==> src/rtl/alu32_op_issuer_if.sv <==
// Request/response bundle between an operation source and alu32_op_issuer.
// The request channel carries operands and opcode; the response channel returns
// the captured ALU flags and result.
interface alu32_op_issuer_if #(
    parameter int unsigned WIDTH = 32
) ();

    logic             req_valid;
    logic             req_ready;
    logic [WIDTH-1:0] req_a;
    logic [WIDTH-1:0] req_b;
    logic [2:0]       req_op;

    logic             rsp_valid;
    logic             rsp_ready;
    logic [WIDTH-1:0] rsp_result;
    logic             rsp_zero;
    logic             rsp_overflow;
    logic             rsp_err;

    // Source side: issues requests, consumes responses.
    modport master (
        output req_valid, req_a, req_b, req_op, rsp_ready,
        input  req_ready, rsp_valid, rsp_result, rsp_zero, rsp_overflow, rsp_err
    );

    // Issuer side.
    modport slave (
        input  req_valid, req_a, req_b, req_op, rsp_ready,
        output req_ready, rsp_valid, rsp_result, rsp_zero, rsp_overflow, rsp_err
    );

endinterface

==> src/rtl/alu32_op_issuer.sv <==
// Sequential initiator for an external ALU32: registers one request onto the ALU
// inputs, waits SETTLE cycles, captures result/flags into a response register and
// keeps saturating counts of completed operations and overflowing responses.
module alu32_op_issuer #(
    parameter int unsigned WIDTH  = 32,
    parameter int unsigned SETTLE = 1,   // 1..15
    parameter int unsigned CNT_W  = 16
) (
    input  logic              clk,
    input  logic              rst,
    alu32_op_issuer_if.slave  bus_if,
    output logic [WIDTH-1:0]  alu_a_o,
    output logic [WIDTH-1:0]  alu_b_o,
    output logic [2:0]        alu_ctrl_o,
    input  logic [WIDTH-1:0]  alu_result_i,
    input  logic              alu_zero_i,
    input  logic              alu_overflow_i,
    output logic [CNT_W-1:0]  op_count_o,
    output logic [CNT_W-1:0]  ovf_count_o,
    output logic              busy_o
);

    localparam logic [2:0] OpAdd = 3'b000;
    localparam logic [2:0] OpSub = 3'b001;
    localparam logic [3:0] SettleM1 = 4'(SETTLE - 1);

    typedef enum logic [1:0] {StIdle, StWait, StResp} state_e;

    state_e             state_q, state_d;
    logic [3:0]         wait_q, wait_d;
    logic [WIDTH-1:0]   a_q, a_d;
    logic [WIDTH-1:0]   b_q, b_d;
    logic [2:0]         ctrl_q, ctrl_d;
    logic [WIDTH-1:0]   res_q, res_d;
    logic               zero_q, zero_d;
    logic               ovf_q, ovf_d;
    logic               err_q, err_d;
    logic               rsp_valid_q, rsp_valid_d;
    logic [CNT_W-1:0]   op_cnt_q, op_cnt_d;
    logic [CNT_W-1:0]   ovf_cnt_q, ovf_cnt_d;

    logic               op_legal;
    logic               ovf_cap;

    // 100, 110 and 111 have no ALU function behind them.
    assign op_legal = (bus_if.req_op != 3'b100) && (bus_if.req_op[2:1] != 2'b11);

    // Next-state and datapath load decisions.
    always_comb begin
        state_d     = state_q;
        wait_d      = wait_q;
        a_d         = a_q;
        b_d         = b_q;
        ctrl_d      = ctrl_q;
        res_d       = res_q;
        zero_d      = zero_q;
        ovf_d       = ovf_q;
        err_d       = err_q;
        rsp_valid_d = rsp_valid_q;
        op_cnt_d    = op_cnt_q;
        ovf_cnt_d   = ovf_cnt_q;
        ovf_cap     = 1'b0;

        unique case (state_q)
            StIdle: begin
                if (bus_if.req_valid) begin
                    if (op_legal) begin
                        a_d     = bus_if.req_a;
                        b_d     = bus_if.req_b;
                        ctrl_d  = bus_if.req_op;
                        wait_d  = SettleM1;
                        state_d = StWait;
                    end else begin
                        // Illegal op answers immediately; ALU inputs stay put.
                        err_d       = 1'b1;
                        res_d       = '0;
                        zero_d      = 1'b0;
                        ovf_d       = 1'b0;
                        rsp_valid_d = 1'b1;
                        state_d     = StResp;
                    end
                end
            end
            StWait: begin
                if (wait_q == 4'd0) begin
                    // Overflow only has meaning for signed add/subtract.
                    ovf_cap     = alu_overflow_i && (ctrl_q == OpAdd || ctrl_q == OpSub);
                    res_d       = alu_result_i;
                    zero_d      = alu_zero_i;
                    ovf_d       = ovf_cap;
                    err_d       = 1'b0;
                    rsp_valid_d = 1'b1;
                    state_d     = StResp;
                    if (op_cnt_q != '1) begin
                        op_cnt_d = op_cnt_q + 1'b1;
                    end
                    if (ovf_cap && (ovf_cnt_q != '1)) begin
                        ovf_cnt_d = ovf_cnt_q + 1'b1;
                    end
                end else begin
                    wait_d = wait_q - 4'd1;
                end
            end
            StResp: begin
                if (bus_if.rsp_ready) begin
                    rsp_valid_d = 1'b0;
                    state_d     = StIdle;
                end
            end
            default: state_d = StIdle;
        endcase
    end

    // State registers with synchronous reset that discards any in-flight op.
    always_ff @(posedge clk) begin
        if (rst) begin
            state_q     <= StIdle;
            wait_q      <= '0;
            a_q         <= '0;
            b_q         <= '0;
            ctrl_q      <= '0;
            res_q       <= '0;
            zero_q      <= 1'b0;
            ovf_q       <= 1'b0;
            err_q       <= 1'b0;
            rsp_valid_q <= 1'b0;
            op_cnt_q    <= '0;
            ovf_cnt_q   <= '0;
        end else begin
            state_q     <= state_d;
            wait_q      <= wait_d;
            a_q         <= a_d;
            b_q         <= b_d;
            ctrl_q      <= ctrl_d;
            res_q       <= res_d;
            zero_q      <= zero_d;
            ovf_q       <= ovf_d;
            err_q       <= err_d;
            rsp_valid_q <= rsp_valid_d;
            op_cnt_q    <= op_cnt_d;
            ovf_cnt_q   <= ovf_cnt_d;
        end
    end

    assign bus_if.req_ready    = (state_q == StIdle) && !rst;
    assign bus_if.rsp_valid    = rsp_valid_q;
    assign bus_if.rsp_result   = res_q;
    assign bus_if.rsp_zero     = zero_q;
    assign bus_if.rsp_overflow = ovf_q;
    assign bus_if.rsp_err      = err_q;

    assign alu_a_o     = a_q;
    assign alu_b_o     = b_q;
    assign alu_ctrl_o  = ctrl_q;
    assign op_count_o  = op_cnt_q;
    assign ovf_count_o = ovf_cnt_q;
    assign busy_o      = (state_q != StIdle);

endmodule

==> src/flat_wrapper.sv <==
// flat-port wrapper written by rule: the top's interface ports become plain ports
module alu32_op_issuer_flat 
#(
    parameter int unsigned WIDTH  = 32,
    parameter int unsigned SETTLE = 1,           
    parameter int unsigned CNT_W  = 16
)
  (clk, rst, alu_a_o, alu_b_o, alu_ctrl_o, alu_result_i, alu_zero_i, alu_overflow_i, op_count_o, ovf_count_o, busy_o, bus_if_req_valid, bus_if_req_a, bus_if_req_b, bus_if_req_op, bus_if_rsp_ready, bus_if_req_ready, bus_if_rsp_valid, bus_if_rsp_result, bus_if_rsp_zero, bus_if_rsp_overflow, bus_if_rsp_err);
  alu32_op_issuer_if #(.WIDTH(WIDTH)) bus_if_i ();
  input  logic clk;
  input  logic rst;
  output logic [WIDTH-1:0] alu_a_o;
  output logic [WIDTH-1:0] alu_b_o;
  output logic [2:0] alu_ctrl_o;
  input  logic [WIDTH-1:0] alu_result_i;
  input  logic alu_zero_i;
  input  logic alu_overflow_i;
  output logic [CNT_W-1:0] op_count_o;
  output logic [CNT_W-1:0] ovf_count_o;
  output logic busy_o;
  input wire logic [$bits(bus_if_i.req_valid)-1:0] bus_if_req_valid;
  input wire logic [$bits(bus_if_i.req_a)-1:0] bus_if_req_a;
  input wire logic [$bits(bus_if_i.req_b)-1:0] bus_if_req_b;
  input wire logic [$bits(bus_if_i.req_op)-1:0] bus_if_req_op;
  input wire logic [$bits(bus_if_i.rsp_ready)-1:0] bus_if_rsp_ready;
  output wire logic [$bits(bus_if_i.req_ready)-1:0] bus_if_req_ready;
  output wire logic [$bits(bus_if_i.rsp_valid)-1:0] bus_if_rsp_valid;
  output wire logic [$bits(bus_if_i.rsp_result)-1:0] bus_if_rsp_result;
  output wire logic [$bits(bus_if_i.rsp_zero)-1:0] bus_if_rsp_zero;
  output wire logic [$bits(bus_if_i.rsp_overflow)-1:0] bus_if_rsp_overflow;
  output wire logic [$bits(bus_if_i.rsp_err)-1:0] bus_if_rsp_err;
  assign bus_if_i.req_valid = bus_if_req_valid;
  assign bus_if_i.req_a = bus_if_req_a;
  assign bus_if_i.req_b = bus_if_req_b;
  assign bus_if_i.req_op = bus_if_req_op;
  assign bus_if_i.rsp_ready = bus_if_rsp_ready;
  assign bus_if_req_ready = bus_if_i.req_ready;
  assign bus_if_rsp_valid = bus_if_i.rsp_valid;
  assign bus_if_rsp_result = bus_if_i.rsp_result;
  assign bus_if_rsp_zero = bus_if_i.rsp_zero;
  assign bus_if_rsp_overflow = bus_if_i.rsp_overflow;
  assign bus_if_rsp_err = bus_if_i.rsp_err;
  alu32_op_issuer #(.WIDTH(WIDTH), .SETTLE(SETTLE), .CNT_W(CNT_W)) u_core (.clk(clk), .rst(rst), .bus_if(bus_if_i), .alu_a_o(alu_a_o), .alu_b_o(alu_b_o), .alu_ctrl_o(alu_ctrl_o), .alu_result_i(alu_result_i), .alu_zero_i(alu_zero_i), .alu_overflow_i(alu_overflow_i), .op_count_o(op_count_o), .ovf_count_o(ovf_count_o), .busy_o(busy_o));
endmodule
==> config.mk <==
export PLATFORM = sky130hd
export DESIGN_NAME = alu32_op_issuer_flat
export DESIGN_NICKNAME = d
export VERILOG_FILES = /design/src/rtl/alu32_op_issuer_if.sv /design/src/rtl/alu32_op_issuer.sv /design/src/flat_wrapper.sv
export SDC_FILE = /design/constraint.sdc
export NUM_CORES = 1
export LEC_CHECK = 0
export ABC_AREA = 1
export ABC_CLOCK_PERIOD_IN_PS = 1700
export CAP_MARGIN = 20
export CORE_ASPECT_RATIO = 1.25
export CORE_MARGIN = 8
export CORE_UTILIZATION = 40
export CTS_CLUSTER_SIZE = 30
export DETAILED_ROUTE_END_ITERATION = 7
export PLACE_DENSITY_LB_ADDON = 0.2
export SLEW_MARGIN = 20
export SYNTH_ARGS = -nofsm -noshare
export SYNTH_HDL_FRONTEND = slang
export SYNTH_SLANG_ARGS = --single-unit
==> constraint.sdc <==
create_clock -name clk -period 1.7 [get_ports clk]
set_input_delay 0.17 -clock clk [delete_from_list [all_inputs] [get_ports clk]]
set_output_delay 0.17 -clock clk [all_outputs]
set_load 0.05 [all_outputs]
==> results of run 1 <==
-- worst max-delay path: cells and delay by family, from the launching register on --
family / cells / cell delay (ns)
buffers and inverters: 4 / 0.48
flip-flops: 1 / 0.37
AO/OA/AOI/OAI: 2 / 0.27
AND/OR/NAND/NOR: 3 / 0.27
adder cells (fa/ha/maj): 1 / 0.17
-- power groups by stage --
stage	registers (uW)	clock network [uW]	logic, uW
after detailed placement	4020	0	4060
after CTS	3960	3760	3960
after global routing	4030	3900	4530
final	3980	3680	4240
after floorplan	5290	0	1300
after global placement	4010	0	4050
-- cell usage after synthesis --
cell,number
nor2_1,199
nand2_1,176
dfxtp_1,141
o21ai_0,77
a21oi_1,57
inv_1,50
nand3_1,27
clkbuf_1,22
nand2_2,18
buf_2,11
nand4_1,9
a21oi_2,7
ha_1,7
buf_6,6
nor2_4,5
xor2_1,5
nor2_2,4
nor3_1,3
o21ai_1,3
xnor2_1,3
buf_4,2
inv_2,2
o21ai_2,2
or2_2,2
nand2_4,1
nand3_2,1
nand3b_1,1
o211ai_1,1
-- timing repair --
action | in CTS | in global routing
buffers inserted | 0 | 8
gates resized for setup | 51 | 35
pin swaps | 0 | 11
cloned | 0 | 5
endpoints found under the setup margin | 51 | 68
-- cells by family after synthesis --
family | count (synthesis) | share of synthesized area, %
flops | 141 | 46.9
buf+inv | 93 | 6.90
xor+xnor | 8 | 1.16
fa+ha+maj | 7 | 1.46
compound gates | 147 | 12.8
simple gates | 446 | 30.7
-- flip-flops by register name, summed over array words and instances, names as in the netlist --
name and flops:
u_core.alu_b_o 32, u_core.bus_if.rsp_zero 1, u_core.bus_if.rsp_valid 1, u_core.wait_q 4
u_core.ovf_count_o 16, u_core.alu_ctrl_o 3, u_core.bus_if.rsp_err 1, u_core.alu_a_o 32
u_core.bus_if.rsp_overflow 1, u_core.state_q 2, u_core.op_count_o 16, u_core.bus_if.rsp_result 32
-- per-layer routing --
| layer | GRT usage, % | vias to the layer above |
|---|---|---|
| met1 | 19.5 | 2826 |
| met4 | 9.01 | 0 |
| met2 | 33.8 | 177 |
| met5 | 0 | - |
| li1 | - | 3194 |
| met3 | 8.49 | 35 |
-- metrics by stage --
step / setup slack [ns] / cells / total power [uW] / setup TNS, ns
3_5_place_dp: -0.00338 / 1256 / 8080 / -0.00338
2_1_floorplan: -0.0535 / 842 / 6590 / -0.0535
4_1_cts: -0.0573 / 1287 / 11700 / -0.0782
6_report: 0.0509 / 1299 / 11900 / 0
3_3_place_gp: 0.0741 / 1256 / 8070 / 0
5_1_grt: -0.0328 / 1299 / 12500 / -0.162
-- final cells by class --
type	instances	area, um^2	area share (%)
Inverter	52	204	2.16
Tap cell	182	228	2.42
Timing Repair Buffer	285	2650	28.1
Multi-Input combinational cell	608	2910	30.9
Clock buffer	25	505	5.36
Clock inverter	6	82.6	0.876
Sequential cell	141	2850	30.2
-- worst max-delay path by stage --
stage	end	slack (ns)	depth (start not counted)
final	u_core.bus_if.rsp_result[14]	0.05	10
after floorplan	bus_if_req_ready	-0.05	4
after detailed placement	u_core.bus_if.rsp_result[31]	-0.003	9
after CTS	bus_if_req_ready	-0.06	6
after global routing	u_core.bus_if.rsp_result[19]	-0.03	10
after global placement	u_core.bus_if.rsp_result[29]	0.07	10
==> out/metrics.cfg, run 1 <==
[status]
status=completed

[timing]
fin_hold_ws_ns=0.181
slew_headroom_pct=65.8
fin_crit_ns=1.65
skew_ns=0.00764
final_max_slew_viol_count=0
worst_pin_slew_ns=0.515
hold_viol=0
fin_crit_sh_pct=97.0
fmax_ghz=0.606
setup_violations=0

[routing]
route.final.wire_length_um=19500
num_vias=6232
route.met3.wl_um=1760
route.detailed.drc=0
antenna_left=0
viasPerCell=4.80
wl_met2_um=9900
drt-pass1-iter-count=5
wl_per_cell_um=15.0
drt-met1-wl_um=7280
dr.max_layer_used=met4
first_iter_violations=325

[place]
placed_cell_area_um2=8570
dpl.hpwl_um=13800
gp_congestion=0.883
io_buffers=241

[final_layout]
num-nets-final=1217
final_cell_mix=198 x nor2_1, 172 x nand2_1, 130 x dfxtp_1
drive_above_1_share_pct=20.9
area_delta_synth_final_pct=56.6
antenna_cells=0
layout_commonest_cell=nor2_1
fillerInstances=1323
final_util_pct=63.6
postLayoutCellArea_um2=9420

[setup_path]
path_cells=inv_4 > ha_4 > buf_4 > o21ai_4 > nand2_2 > nor2_4 > buf_12 > clkbuf_16 > nand2_1 > a21oi_1
reg2regPathDepth=10
cp.required_ns=2.04
cp.arrival_ns=1.99
setup.worst_path.start=u_core.state_q[0]
cp-end-kind=flip-flop
crit-reg2reg-launch=u_core.state_q[0]
max_stage_delay_ns=0.37
cp_slowest_cell=dfxtp_4
worstSetupPathType=flip-flop to flip-flop
reg2reg_to=u_core.bus_if.rsp_result[14]
rrSetupSlack_ns=0.05
worstPathMaxFanout=8
start_kind=flip-flop

[global_route]
antenna_found_initial=0
overflow=0
grt_max_degree=69
track_usage_pct=19.4
grt_pass1_vias=6122
grt_pass1_wl_um=30400

[synth]
yosysTopAreaCellShare_pct=46.9
synth_cells=842
yosysTopAreaCell=dfxtp_1
ys_types=28
synth_area_leaders=dfxtp_1 47%, nor2_1 12%, nand2_1 11%, o21ai_0 6.4%, a21oi_1 4.7%
syn-num-nets=954
synth-seq-cells=141
synth_seq_area_share_pct=46.9
yosysWarnings=0
syn_area_um2=6020
synth_area_per_cell_um2=7.15

[pwr]
p_comb_share_pct=35.7
p_int_uw=7530
vdd_drop_max_v=0.00103
power_frac_seq_pct=33.5
powerDensity_nw_per_um2=1260
p_clk_share_pct=30.9
p_sw_uw=4380
swShare_pct=36.8
leakagePower_uw=0.00409

[floorplanning]
die_x_um=126
fp.dieH_um=153
rows=50
core-area_um2=14800
die_area_um2=19200
start_util_pct=40.6
num_io_pins=242

[cts]
cts.clk_slew.worst_paths_ns=0.06
cts_tree=built
cts.sinks=141
cts_buffer_depth=2
cts_buffers=17
postCtsHoldBufs=0
htreeDepth=4
root_buffer=clkbuf_16
clock_latency_ns=0.41

[worst_hold_path]
hold_path_startpoint=rst
min_to=u_core.alu_b_o[9]
whs_path_depth=4
hold_class=input pin to flip-flop

[job]
cap_viol_max_count=0

Note: power is estimated with default switching activity, not from simulation.
==> inputs of run 2 (changes only) <==
--- a/config.mk
+++ b/config.mk
@@ -7,14 +7,11 @@
 export LEC_CHECK = 0
 export ABC_AREA = 1
 export ABC_CLOCK_PERIOD_IN_PS = 1700
-export CAP_MARGIN = 20
 export CORE_ASPECT_RATIO = 1.25
 export CORE_MARGIN = 8
 export CORE_UTILIZATION = 40
-export CTS_CLUSTER_SIZE = 30
 export DETAILED_ROUTE_END_ITERATION = 7
 export PLACE_DENSITY_LB_ADDON = 0.2
-export SLEW_MARGIN = 20
 export SYNTH_ARGS = -nofsm -noshare
 export SYNTH_HDL_FRONTEND = slang
 export SYNTH_SLANG_ARGS = --single-unit
==> results of run 2 <==
Same layout as run 1: the final DEF is identical, and so are final timing and power.
